==> src/rtl/lcd1602_ctrl.sv <==
// HD44780/LCD1602 write sequencer: power-up wait, fixed init ROM, then
// client command/data bytes with setup, EN pulse, hold and execution wait.
module lcd1602_ctrl #(
    parameter int T_POWERUP   = 750000,
    parameter int T_SETUP     = 2,
    parameter int T_EN_HIGH   = 12,
    parameter int T_HOLD      = 2,
    parameter int T_EXEC      = 2000,
    parameter int T_EXEC_LONG = 82000
) (
    input  logic       iclk,
    input  logic       irst,
    input  logic       ireq_valid,
    input  logic       ireq_rs,
    input  logic [7:0] ireq_data,
    output logic       oreq_ready,
    output logic       oinit_done,
    output logic       LCD_RW,
    output logic       LCD_EN,
    output logic       LCD_RS,
    output logic [7:0] LCD_DATA
);

    localparam int CNT_MAX = (T_POWERUP > T_EXEC_LONG) ? T_POWERUP : T_EXEC_LONG;
    localparam int CW      = $clog2(CNT_MAX + 1);

    localparam logic [CW-1:0] LD_PWRUP = CW'(T_POWERUP - 1);
    localparam logic [CW-1:0] LD_SETUP = CW'(T_SETUP - 1);
    localparam logic [CW-1:0] LD_EN    = CW'(T_EN_HIGH - 1);
    localparam logic [CW-1:0] LD_HOLD  = CW'(T_HOLD - 1);
    localparam logic [CW-1:0] LD_EXEC  = CW'(T_EXEC - 1);
    localparam logic [CW-1:0] LD_LONG  = CW'(T_EXEC_LONG - 1);

    typedef enum logic [2:0] {
        S_PWRUP,
        S_IDLE,
        S_SETUP,
        S_PULSE,
        S_HOLD,
        S_EXEC
    } state_e;

    state_e        state_q, state_d;
    logic [CW-1:0] cnt_q, cnt_d;
    logic [1:0]    idx_q, idx_d;
    logic          en_q, en_d;
    logic          rs_q, rs_d;
    logic [7:0]    data_q, data_d;
    logic          rdy_q, rdy_d;
    logic          done_q, done_d;

    logic cnt_zero;
    logic long_cmd;

    function automatic logic [7:0] init_rom(input logic [1:0] i);
        logic [7:0] b;
        unique case (i)
            2'd0: b = 8'h38;
            2'd1: b = 8'h0C;
            2'd2: b = 8'h01;
            2'd3: b = 8'h06;
        endcase
        return b;
    endfunction

    assign cnt_zero = (cnt_q == '0);
    assign long_cmd = !rs_q && (data_q[7:2] == 6'd0);

    // Init entries are loaded on the edge that leaves PWRUP/EXEC, so they
    // follow exactly the same per-write timing as client bytes.
    always_comb begin
        state_d = state_q;
        cnt_d   = cnt_zero ? cnt_q : cnt_q - 1'b1;
        idx_d   = idx_q;
        en_d    = en_q;
        rs_d    = rs_q;
        data_d  = data_q;
        rdy_d   = rdy_q;
        done_d  = done_q;
        case (state_q)
            S_PWRUP: begin
                if (cnt_zero) begin
                    state_d = S_SETUP;
                    cnt_d   = LD_SETUP;
                    idx_d   = 2'd0;
                    rs_d    = 1'b0;
                    data_d  = init_rom(2'd0);
                end
            end
            S_IDLE: begin
                if (ireq_valid && rdy_q) begin
                    state_d = S_SETUP;
                    cnt_d   = LD_SETUP;
                    rs_d    = ireq_rs;
                    data_d  = ireq_data;
                    rdy_d   = 1'b0;
                end
            end
            S_SETUP: begin
                if (cnt_zero) begin
                    state_d = S_PULSE;
                    cnt_d   = LD_EN;
                    en_d    = 1'b1;
                end
            end
            S_PULSE: begin
                if (cnt_zero) begin
                    state_d = S_HOLD;
                    cnt_d   = LD_HOLD;
                    en_d    = 1'b0;
                end
            end
            S_HOLD: begin
                if (cnt_zero) begin
                    state_d = S_EXEC;
                    cnt_d   = long_cmd ? LD_LONG : LD_EXEC;
                end
            end
            S_EXEC: begin
                if (cnt_zero) begin
                    if (done_q || idx_q == 2'd3) begin
                        state_d = S_IDLE;
                        rdy_d   = 1'b1;
                        done_d  = 1'b1;
                    end else begin
                        state_d = S_SETUP;
                        cnt_d   = LD_SETUP;
                        idx_d   = idx_q + 2'd1;
                        rs_d    = 1'b0;
                        data_d  = init_rom(idx_q + 2'd1);
                    end
                end
            end
            default: begin
                state_d = S_PWRUP;
                cnt_d   = LD_PWRUP;
            end
        endcase
    end

    always_ff @(posedge iclk or posedge irst) begin
        if (irst) begin
            state_q <= S_PWRUP;
            cnt_q   <= LD_PWRUP;
            idx_q   <= 2'd0;
            en_q    <= 1'b0;
            rs_q    <= 1'b0;
            data_q  <= 8'h00;
            rdy_q   <= 1'b0;
            done_q  <= 1'b0;
        end else begin
            state_q <= state_d;
            cnt_q   <= cnt_d;
            idx_q   <= idx_d;
            en_q    <= en_d;
            rs_q    <= rs_d;
            data_q  <= data_d;
            rdy_q   <= rdy_d;
            done_q  <= done_d;
        end
    end

    assign oreq_ready = rdy_q;
    assign oinit_done = done_q;
    assign LCD_RW     = 1'b0;
    assign LCD_EN     = en_q;
    assign LCD_RS     = rs_q;
    assign LCD_DATA   = data_q;

endmodule

==> config.mk <==
export PLATFORM = sky130hd
export DESIGN_NAME = lcd1602_ctrl
export DESIGN_NICKNAME = d
export VERILOG_FILES = /design/src/rtl/lcd1602_ctrl.sv
export SDC_FILE = /design/constraint.sdc
export NUM_CORES = 1
export LEC_CHECK = 0
export BUFFER_PORTS_ARGS = -buffer_cell sky130_fd_sc_hd__buf_2
export CAP_MARGIN = 10
export CORE_MARGIN = 3
export CORE_UTILIZATION = 55
export DETAILED_ROUTE_END_ITERATION = 6
export PLACE_DENSITY = 0.76
export SLEW_MARGIN = 5
export SYNTH_ARGS = -nofsm -noshare
export SYNTH_HDL_FRONTEND = slang
export SYNTH_SLANG_ARGS = --single-unit
==> constraint.sdc <==
create_clock -name iclk -period 2.8 [get_ports iclk]
set_input_delay 0.28 -clock iclk [delete_from_list [all_inputs] [get_ports iclk]]
set_output_delay 0.28 -clock iclk [all_outputs]
set_load 0.05 [all_outputs]
==> out/results.tsv, run 1 <==
metric	value	unit
status	finished clean	
CTS tree	built	
GRT Residual Overflow	0	
Worst-path clk slew	0.07	ns
die area	4950	um^2
hold crit path type	primary input to asynchronous set/reset pin	
worst clock skew	0.00555	ns
H-Tree Depth	2	
Slew HR	50.6	%
combinational family with the most area after synthesis	compound AO/OA/AOI/OAI gates	
Slowest-stage cell, CP	nor4_4	
period utilization	89.1	%
RSZ-0062 raised after global routing	no	
placed cells	301	
DP Worst Slack	0.249	ns
Req. time, crit path	3.00	ns
post-route insts no fill	309	
Vias/cell	6.21	
Row Count	22	
I/O pin count	25	
DRT iter0 DRCs	100	
commonest non-fill, non-tap cells in the layout	dfrtp_1 (24), buf_2 (23), nand2_1 (16), o21ai_0 (16), nor2_1 (15)	
pwr dens	404	nW/um^2
Simple-Gate Fraction of Synth Area	18.4	%
Worst setup EP type	flip-flop	
Seq/Total Area, Yosys	41.4	%
Placed Area	2450	um^2
compound-cell area share of the yosys netlist	22.0	%
core footprint	3830	um^2
Crit Path Max Fanout	10	
Area Growth Syn to Fin	12.6	%
reg2reg path depth	8	
post-route cell area	2560	um^2
Leakage	1.02	nW
syn_area_per_cell	9.73	um^2
via count	1920	
Final Hold Vio Count	0	
worst slew pin tran	0.722	ns
Adder-Cell Fraction of Synth Area	3.85	%
nets	279	
initial antenna violation count	0	
crit path launch type	flip-flop	
Fin Setup TNS	0	ns
clk_lat worst skew	0.29	ns
Post-Synth XOR/XNOR Area	5.77	%
share of post-route cells with drive strength above 1	26.4	%
largest net degree at the start of global routing	20	
Synth Instances	234	
root buf cell	clkbuf_8	
# DRC	0	
drt first pass iters	5	
Critical Path AT	2.70	ns
# port buffers	23	
maxcap violations	0	
Routed Antenna Nets	0	
Tmin final	2.50	ns
synth warn	0	
#FFs+latches synth	37	
CP Depth	8	
total CTS buffers	5	
synthesized area	2280	um^2
post-detail-place hpwl	3970	um
number of synthesized flops with an enable pin	0	
Async SR Flop Fraction	100	%
hold-fix buffers at CTS	0	
fmax	0.401	GHz
WS Path Type	flip-flop to flip-flop	
Design Power	1.03	mW
Routability Congestion	0.909	
Die Span Y	70.3	um
top_reg_cell synth	dfrtp_1	
mux cell area share after synthesis	4.18	%
gr usage total	23.4	%
vias in the first global route	1956	
Sinks on Clock Net	37	
Buf/Inv on CP	1	
drt wl/cell	17.3	um
Synth cell types	60	
commonest non-fill, non-tap cell in the layout	dfrtp_1	
global-route wire length before repair	9340	um
die width	70.3	um
Top delay family on crit path	simple AND/OR/NAND/NOR gates	
endpoints failing setup	0	
final WL	5330	um
clk buf depth	2	
Initial Utilization	59.5	%
worst setup margin	0.304	ns
maximum vdd ir drop	0.296	mV
syn nets	253	
Final Max Tran Viols	0	
ANT cells	0	
post-cts sizing count	0	
postcts setup bufs	0	
CP Cell Sequence	nor4_4, nand4_4, nor2_1, inv_2, ha_1, nor3_1, a311o_1, o221ai_1	
max incr delay on CP	0.48	ns
cells in the mapped netlist, types with 7 or more instances:
| master | number | share of area, % |
|---|---|---|
| a21oi_1 | 11 | 2.4 |
| clkbuf_1 | 7 | 1.2 |
| dfrtp_1 | 24 | 26 |
| dfstp_2 | 13 | 15 |
| ha_1 | 7 | 3.8 |
| inv_1 | 10 | 1.6 |
| nand2_1 | 16 | 2.6 |
| nor2_1 | 15 | 2.5 |
| nor3_1 | 11 | 2.4 |
| o21ai_0 | 16 | 3.5 |
| xnor2_1 | 9 | 3.5 |
per-stage QoR:
step	utilization, %	hold WS, ns
5_1_grt	67.0	0.131
4_1_cts	66.8	0.107
3_5_place_dp	64.0	0.424
3_3_place_gp	64.0	0.417
2_1_floorplan	-	0.413
6_report	67.0	0.0999
final timing paths:
check / slack, ns / to / start
max: 0.30 / cnt_q[0] / cnt_q[6]
min: 0.1 / LCD_DATA[5] / irst
max reg2reg: 0.30 / cnt_q[0] / cnt_q[6]
min reg2reg: 0.50 / LCD_DATA[0] / LCD_DATA[0]
max in group asynchronous: 1.91 / cnt_q[1] / irst
min in group iclk: 0.21 / LCD_RS / ireq_rs
cells by family (layout without fill, tap and decap cells):
logic type / after synthesis / in the layout
DFF: 37 / 37
other: 1 / 1
AOI/OAI and AO/OA: 71 / 71
and+or+nand+nor: 73 / 73
muxes: 8 / 8
buffers and inverters: 22 / 49
adders and majority gates: 7 / 7
xor gates and xnor gates: 15 / 15
power breakdown:
part	total, mW	internal (mW)	switching, mW	leakage (nW)
registers	0.540	0.538	0.00192	0.422
clock network	0.450	0.264	0.186	0.0552
logic	0.0447	0.0133	0.0313	0.542
area by class of cell:
cell class | count | area [um^2]
Tap cell | 48 | 60.1
Clock buffer | 6 | 72.6
Fill cell | 307 | 1260
Sequential cell | 37 | 942
Clock inverter | 2 | 35.0
Multi-Input combinational cell | 175 | 1240
Timing Repair Buffer | 30 | 168
Inverter | 11 | 41.3
metal layers:
layer | global-route usage [%] | up-vias | routed length, um
li1 | - | 918 | -
met1 | 31.0 | 922 | 2310
met2 | 36.8 | 64 | 2580
met3 | 5.18 | 16 | 278
met4 | 9.36 | 0 | 159
met5 | 0 | - | 0
registers in the layout (all words and copies together) (netlist names):
name        count
LCD_DATA        8
LCD_EN          1
LCD_RS          1
cnt_q          20
idx_q           2
oinit_done      1
oreq_ready      1
state_q         3
No activity file was read; power rests on OpenSTA's default activity.
==> inputs of run 2 (changes only) <==
Settings changed: CTS_BUF_LIST from default to sky130_fd_sc_hd__clkbuf_2, CTS_CLUSTER_SIZE from default to 28.
==> out/results.tsv, run 2 (same netlist as run 1, synthesis figures left out) <==
metric	value	unit
die area	4950	um^2
total CTS buffers	5	
Vias/cell	6.20	
drt wl/cell	17.3	um
postcts setup bufs	0	
Fin Setup TNS	0	ns
Worst-path clk slew	0.18	ns
post-detail-place hpwl	3970	um
Fillers	313	
clk buf depth	2	
Leakage	1.01	nW
# port buffers	23	
Tmin final	2.51	ns
Routability Congestion	0.909	
Sinks on Clock Net	37	
maximum vdd ir drop	0.212	mV
Reg with most FFs	cnt_q	
share of post-route cells with drive strength above 1	26.7	%
H-Tree Depth	2	
Slew HR	51.7	%
Crit Path Max Fanout	10	
DRT iter0 DRCs	102	
status	finished clean	
CTS tree	built	
drt first pass iters	4	
hold crit path type	primary input to flip-flop	
max FFs per register	20	
die width	70.3	um
final WL	5350	um
worst setup margin	0.290	ns
Slowest-stage cell, CP	dfrtp_1	
initial antenna violation count	0	
RSZ-0062 raised after global routing	no	
Die Span Y	70.3	um
gr usage total	23.5	%
largest net degree at the start of global routing	20	
worst clock skew	0.0179	ns
Final Hold Vio Count	0	
fmax	0.398	GHz
global-route wire length before repair	9360	um
Critical Path AT	2.83	ns
Sequential Area	942	um^2
Req. time, crit path	3.13	ns
maxcap violations	0	
DP Worst Slack	0.249	ns
Worst setup EP type	flip-flop	
via count	1922	
CP Cell Sequence	nor4_4, nand4_4, nor2_1, inv_2, ha_1, nor3_1, a311o_1, o221ai_1	
vias in the first global route	1972	
# DRC	0	
Row Count	22	
area of the multi-input gates	1240	um^2
Area Growth Syn to Fin	11.2	%
crit path launch type	flip-flop	
ANT cells	0	
hold path cells	2	
I/O pin count	25	
final core occ	66.1	%
reg2reg path depth	8	
Final Max Tran Viols	0	
worst slew pin tran	0.706	ns
GRT Residual Overflow	0	
commonest non-fill, non-tap cell in the layout	dfrtp_1	
WS Path Type	flip-flop to flip-flop	
core footprint	3830	um^2
root buf cell	clkbuf_2	
Initial Utilization	59.5	%
max incr delay on CP	0.49	ns
nets	280	
endpoints failing setup	0	
pwr dens	364	nW/um^2
period utilization	89.6	%
Routed Antenna Nets	0	
clk_lat worst skew	0.40	ns
commonest non-fill, non-tap cells in the layout	dfrtp_1 (24), buf_2 (23), nand2_1 (16), o21ai_0 (16), nor2_1 (15)	
-- run 2: final timing paths --
path	startpoint	to	slack, ns
max in group asynchronous	irst	cnt_q[17]	1.47
worst max-delay path	cnt_q[6]	cnt_q[0]	0.29
worst min register to register	LCD_DATA[0]	LCD_DATA[0]	0.53
min in group asynchronous	irst	LCD_DATA[5]	0.53
worst max register to register	cnt_q[6]	cnt_q[0]	0.29
worst min-delay path	ireq_rs	LCD_RS	0.1
-- run 2: what timing repair did --
| item | in CTS | in global routing |
|---|---|---|
| endpoints found under the setup margin | 0 | 1 |
| endpoints found under the hold margin | 17 | 0 |
| gates resized for setup | 0 | 1 |
| hold buffers | 1 | 0 |
-- run 2: power breakdown --
| part | total, mW | switching (mW) | internal (mW) |
|---|---|---|---|
| registers | 0.541 | 0.00192 | 0.539 |
| logic | 0.0460 | 0.0317 | 0.0143 |
| clock network | 0.333 | 0.179 | 0.154 |
| total | 0.920 | 0.213 | 0.707 |
-- run 2: cell type report --
type,count,area share (%)
Inverter,11,1.63
Clock inverter,2,1.38
Multi-Input combinational cell,175,49.2
Tap cell,48,2.37
Clock buffer,6,1.19
Sequential cell,37,37.2
Timing Repair Buffer,31,7.02
-- run 2: worst max-delay path: cells and delay by family (launching register included) --
kind            cells  cell delay [ns]
buf+inv             1             0.12
flops               1             0.49
simple gates        4             1.00
fa+ha+maj           1             0.32
compound gates      2             0.52
-- run 2: stage by stage --
stage                     cell area [um^2]  hold WS (ns)  total power [mW]  std cells
after floorplan                       2280         0.413             0.579        234
after global placement                2450         0.417             0.595        301
after detailed placement              2450         0.424             0.595        301
after CTS                             2520        0.0902             0.928        310
after global routing                  2530        0.0834             0.955        310
final                                 2530        0.0989             0.920        310
-- run 2: routing by layer --
layer | GRT usage (%) | up-vias | part of all wire, %
met3 | 5.32 | 15 | 5.4
met1 | 31.0 | 916 | 43
li1 | - | 924 | -
met2 | 37.4 | 67 | 49
met5 | 0 | - | 0
met4 | 8.51 | 0 | 2.5
